==> config.mk <==
export PLATFORM = sky130hd
export DESIGN_NAME = spi_slave
export DESIGN_NICKNAME = d
export VERILOG_FILES = /design/src/rtl/spi_slave.sv
export SDC_FILE = /design/constraint.sdc
export NUM_CORES = 1
export LEC_CHECK = 0
export BUFFER_PORTS_ARGS = -buffer_cell sky130_fd_sc_hd__clkbuf_2
export CAP_MARGIN = 20
export CORE_MARGIN = 2
export CORE_UTILIZATION = 56
export DETAILED_ROUTE_END_ITERATION = 10
export GPL_TIMING_DRIVEN = 1
export PLACE_DENSITY = 0.87
export SETUP_SLACK_MARGIN = 0.02
export SKIP_CTS_REPAIR_TIMING = 1
export SLEW_MARGIN = 15
export SYNTH_ARGS = -nofsm -noshare
export SYNTH_HDL_FRONTEND = slang
export SYNTH_SLANG_ARGS = --single-unit
==> constraint.sdc <==
create_clock -name clk -period 2.03 [get_ports clk]
set_clock_uncertainty 0.2 [all_clocks]
set_input_delay 0 -clock clk [delete_from_list [all_inputs] [get_ports clk]]
set_output_delay 0 -clock clk [all_outputs]
set_load 0.1 [all_outputs]
==> src/rtl/spi_slave.sv <==
// SPI slave with run-time CPOL/CPHA, oversampled from the system clock, with a
// one-word tx buffer and an rx holding register with overrun detection.
module spi_slave #(
    parameter int WIDTH       = 8,
    parameter int SYNC_STAGES = 2
) (
    input  logic             clk,
    input  logic             rst,
    input  logic             cpol,
    input  logic             cpha,
    input  logic             SCLK,
    input  logic             CS,
    input  logic             MOSI,
    output logic             MISO,
    input  logic [WIDTH-1:0] tx_data,
    input  logic             tx_valid,
    output logic             tx_ready,
    output logic [WIDTH-1:0] rx_data,
    output logic             rx_valid,
    input  logic             rx_ack,
    output logic             busy,
    output logic             overrun
);

    localparam int CNT_W = $clog2(WIDTH);

    typedef enum logic [1:0] {IDLE, LOAD, XFER} state_t;

    state_t state, next_state;

    logic [SYNC_STAGES-1:0] sclk_sync, cs_sync, mosi_sync;
    logic                   sclk_s, cs_s, mosi_s, sclk_prev;
    logic                   mode_cpol, mode_cpha;
    logic [CNT_W-1:0]       count;
    logic [WIDTH-2:0]       rx_shift;
    logic [WIDTH-1:0]       rx_next;
    logic [WIDTH-1:0]       tx_shift, tx_buf, load_word;
    logic                   tx_full;
    logic                   rise, fall, leading, trailing;
    logic                   active, sample, present, last, done;

    // Input synchronisers; CS idles high, SCLK idles low out of reset
    always_ff @(posedge clk or posedge rst) begin
        if (rst) begin
            sclk_sync <= '0;
            cs_sync   <= '1;
            mosi_sync <= '0;
            sclk_prev <= 1'b0;
        end else begin
            sclk_sync <= {sclk_sync[SYNC_STAGES-2:0], SCLK};
            cs_sync   <= {cs_sync[SYNC_STAGES-2:0], CS};
            mosi_sync <= {mosi_sync[SYNC_STAGES-2:0], MOSI};
            sclk_prev <= sclk_s;
        end
    end

    assign sclk_s = sclk_sync[SYNC_STAGES-1];
    assign cs_s   = cs_sync[SYNC_STAGES-1];
    assign mosi_s = mosi_sync[SYNC_STAGES-1];
    assign busy   = ~cs_s;

    assign rise      = sclk_s & ~sclk_prev;
    assign fall      = ~sclk_s & sclk_prev;
    assign leading   = mode_cpol ? fall : rise;
    assign trailing  = mode_cpol ? rise : fall;
    assign active    = (state == XFER) && !cs_s;
    assign sample    = active && (mode_cpha ? trailing : leading);
    assign present   = active && (mode_cpha ? leading : trailing);
    assign last      = (count == CNT_W'(WIDTH - 1));
    assign done      = sample && last;
    assign load_word = tx_full ? tx_buf : '0;
    assign rx_next   = {rx_shift, mosi_s};
    assign tx_ready  = ~tx_full;

    always_ff @(posedge clk or posedge rst) begin
        if (rst) state <= IDLE;
        else     state <= next_state;
    end

    always_comb begin
        next_state = state;
        case (state)
            IDLE:    if (!cs_s) next_state = LOAD;
            LOAD:    next_state = cs_s ? IDLE : XFER;
            XFER:    if (cs_s) next_state = IDLE;
            default: next_state = IDLE;
        endcase
    end

    // Mode is frozen for the whole frame at the synchronised CS fall
    always_ff @(posedge clk or posedge rst) begin
        if (rst) begin
            mode_cpol <= 1'b0;
            mode_cpha <= 1'b0;
        end else if (state == IDLE && !cs_s) begin
            mode_cpol <= cpol;
            mode_cpha <= cpha;
        end
    end

    always_ff @(posedge clk or posedge rst) begin
        if (rst) begin
            count    <= '0;
            rx_data  <= '0;
            rx_valid <= 1'b0;
            overrun  <= 1'b0;
            tx_full  <= 1'b0;
            MISO     <= 1'b0;
        end else begin
            if (state == IDLE)
                count <= '0;
            else if (sample)
                count <= last ? '0 : count + 1'b1;

            // A completing word wins over a same-cycle ack: the new word stays pending
            if (done) begin
                rx_data  <= rx_next;
                rx_valid <= 1'b1;
                if (rx_valid && !rx_ack)
                    overrun <= 1'b1;
            end else if (rx_valid && rx_ack) begin
                rx_valid <= 1'b0;
            end

            if ((state == LOAD || done) && tx_full)
                tx_full <= 1'b0;
            else if (tx_valid && !tx_full)
                tx_full <= 1'b1;

            if (state == IDLE)
                MISO <= 1'b0;
            else if (state == LOAD && !mode_cpha)
                MISO <= load_word[WIDTH-1];
            else if (present)
                MISO <= tx_shift[WIDTH-1];
        end
    end

    // tx_shift holds the bits not yet presented on MISO
    always_ff @(posedge clk) begin
        if (tx_valid && !tx_full)
            tx_buf <= tx_data;

        if (state == IDLE)
            rx_shift <= '0;
        else if (sample)
            rx_shift <= rx_next[WIDTH-2:0];

        if (state == IDLE)
            tx_shift <= '0;
        else if (state == LOAD)
            tx_shift <= mode_cpha ? load_word : (load_word << 1);
        else if (done)
            tx_shift <= load_word;
        else if (present)
            tx_shift <= tx_shift << 1;
    end

endmodule
==> impl_metrics.ini <==
[synthesis]
ys_types = 40
synth_ff_type = dfrtp_1
synth_seq_cells = 49
synth.avg_cell_area_sq_um = 11.2
async_flop_share_pct = 53.1
ys_warn_count = 0
syn_nets = 207
syn_inst = 188
syn_area_sq_mm = 0.00211
ys_seq_area_share_pct = 56.4
synth_edf_count = 8

[cells_and_area]
fill_cells = 255
layout-drive-gt1-share_pct = 27.2
final_cell_mix = clkbuf_2, dfrtp_1, nand2_1
n_antenna_cell = 0
regArea_sq_mm = 0.00119
area_growth_pct = 25.6
nets = 261
multiInputGateArea_sq_um = 897
final_common_cell = clkbuf_2

[clock_tree]
clkSlewWorstSetupHoldPaths_ns = 0.09
clockBufferDepth = 2
cts-htree-levels = 2
clock-root-buffer = clkbuf_8
cts_made_buffers = 5
tritoncts = done
clock_sinks = 49
clkLatencyLatePin_ns = 0.30

[critical_path]
r2r_slack_ns = 0.09
crit_chain = ha_1 -> ha_1 -> and3_1 -> nand2_4 -> mux2_2
critPathMostFrequentCell = ha_1
r2r_cells = 5
reg2reg_to = rx_data[0]
cpPeakStageDelay_ns = 0.41
cp-start-kind = register
cp.arrival_ns = 1.93
critical_path_required_ns = 2.01
worst-setup-path-type = register to register
cp_max_fo = 9
slowest_stage = dfrtp_1
r2r-start = count[0]
end_kind = register

[detailed_routing]
viasPerCell = 5.34
dr_total_vias = 1553
first_iter_violations = 47
antenna_left = 0
firstDrtPassIters = 4
drcViolationCount = 0
wl_mm = 4.14
detail_route.wl_per_cell_um = 14.2

[sta]
min_period_over_period_pct = 95.8
final_hold_viol_count = 0
rsz0062_at_grt = yes
fmax_ghz = 0.514
drv_slew = 0
setup_slack_ns = 0.0860
setup_viol = 0
slew_headroom_pct = 63.6
setup_tns_ns = 0
max_slew.worst_pin.slew_ns = 0.549
fin_crit_ns = 1.94

[power]
switching_share_pct = 30.1
pwr_density_cell_mw_per_mm2 = 934
peakVddDrop_uv = 615
clkPwrFrac_pct = 28.4
power.leakage_nw = 1.28
power.net_switching_mw = 0.747
seqPwrFrac_pct = 47.8
internal_power_mw = 1.73
combPwrFrac_pct = 23.8

[global_routing]
grt_max_degree = 27
antenna_found_initial = 0
grt_pass1_wl_mm = 6.48
track_usage_pct = 20.3
first_global_vias = 1444
grt_overflow = 0

[place]
dp_slack_ns = 0.0490
post-dp-hpwl_mm = 2.78
io_buffers = 29
gp_congestion = 0.871

[floorplanning]
pin_count = 30
die_w_um = 65.5
die_area_sq_mm = 0.00428
die_h_um = 65.5
row_count = 22
start_util_pct = 58.2
core_area_sq_mm = 0.00363

[job]
maxCapViolCount = 0

[outcome]
status = completed

[worst_hold_path]
worst_hold_path_type = input pin to asynchronous set/reset pin
-- per-stage QoR --
stage / hold slack (ns) / cells / power [mW] / utilization [%] / area [sq um]
floorplan: -0.196 / 188 / 1.59 / - / 2110
global placement: -0.158 / 265 / 1.71 / 64.4 / 2340
detailed placement: -0.138 / 265 / 1.73 / 64.4 / 2340
CTS: -0.475 / 273 / 2.44 / 67.6 / 2450
global route: 0.123 / 291 / 2.59 / 73.1 / 2660
finish: 0.0791 / 291 / 2.48 / 73.1 / 2660
-- power groups by stage --
| stage | registers, mW | logic (mW) | clock network (mW) |
|---|---|---|---|
| after floorplan | 1.16 | 0.427 | 0 |
| after CTS | 1.17 | 0.539 | 0.725 |
| after global placement | 1.19 | 0.520 | 0 |
| final | 1.18 | 0.591 | 0.704 |
| after global routing | 1.19 | 0.633 | 0.765 |
| after detailed placement | 1.20 | 0.536 | 0 |
-- worst max-delay path by stage --
stage               startpoint           to  cells after the start
floorplan            mode_cpha  tx_shift[6]                      6
global placement      count[0]   rx_data[7]                      5
detailed placement    count[0]   rx_data[0]                      5
CTS                   count[0]   rx_data[0]                      5
global route          count[0]   rx_data[6]                      5
finish                count[0]   rx_data[0]                      5
-- Yosys cell counts, drive strengths merged (3+ instances only) --
| library cell | count | area [sq um] |
|---|---|---|
| nor2b | 3 | 18.8 |
| and2 | 6 | 37.5 |
| a31oi | 4 | 40.0 |
| clkbuf | 3 | 11.3 |
| nor3 | 4 | 20.0 |
| o21ai | 3 | 15.0 |
| buf | 5 | 30.0 |
| a21oi | 7 | 35.0 |
| edfxtp | 8 | 240 |
| dfxtp | 15 | 300 |
| nand2b | 5 | 31.3 |
| nand2 | 24 | 97.6 |
| nand3 | 11 | 55.1 |
| nor2 | 10 | 37.5 |
| inv | 4 | 15.0 |
| dfrtp | 24 | 601 |
| mux2i | 15 | 154 |
| mux2 | 12 | 139 |
| and3 | 3 | 18.8 |
| o22ai | 6 | 37.5 |
-- layout make-up --
type	instances	area share, %
inverter	4	0.566
clock inverter	1	1.13
clock buffer	7	3.25
multi-input combinational	128	33.8
timing repair buffer	54	14.0
sequential	49	45.0
tap	48	2.26
-- routing by layer --
metal	up-vias	track usage [%]	wire, um
met5	-	0	0
met4	0	8.85	87
met3	10	5.99	192
met2	44	33.4	2150
met1	730	24.7	1710
li1	769	-	-
-- cells by family (layout without fill, tap and decap cells) --
family / Yosys count / count (layout) / synth area share [%]
AND/OR/NAND/NOR: 68 / 69 / 15.6
XOR/XNOR: 2 / 2 / 1.18
flip-flops: 49 / 49 / 56.4
adder cells (fa/ha/maj): 2 / 2 / 1.18
buffers and inverters: 12 / 66 / 2.66
AO/OA/AOI/OAI: 28 / 28 / 9.11
multiplexers: 27 / 27 / 13.8
-- state kept, by name, indices dropped and copies added (netlist names) --
| signal | count |
|---|---|
| rx_shift | 7 |
| tx_buf | 8 |
| mosi_sync | 2 |
| sclk_prev | 1 |
| MISO | 1 |
| state | 2 |
| rx_valid | 1 |
| mode_cpha | 1 |
| tx_shift | 8 |
| sclk_sync | 2 |
| cs_sync | 2 |
| rx_data | 8 |
| count | 3 |
| mode_cpol | 1 |
| overrun | 1 |
| tx_full | 1 |
-- worst max-delay path, delay by kind of cell, from the launching register on --
| kind | cells | cell delay [ns] |
|---|---|---|
| and+or+nand+nor | 2 | 0.44 |
| adders and majority gates | 2 | 0.43 |
| DFF | 1 | 0.41 |
| muxes | 1 | 0.35 |
No activity file was read; power rests on OpenSTA's default activity.
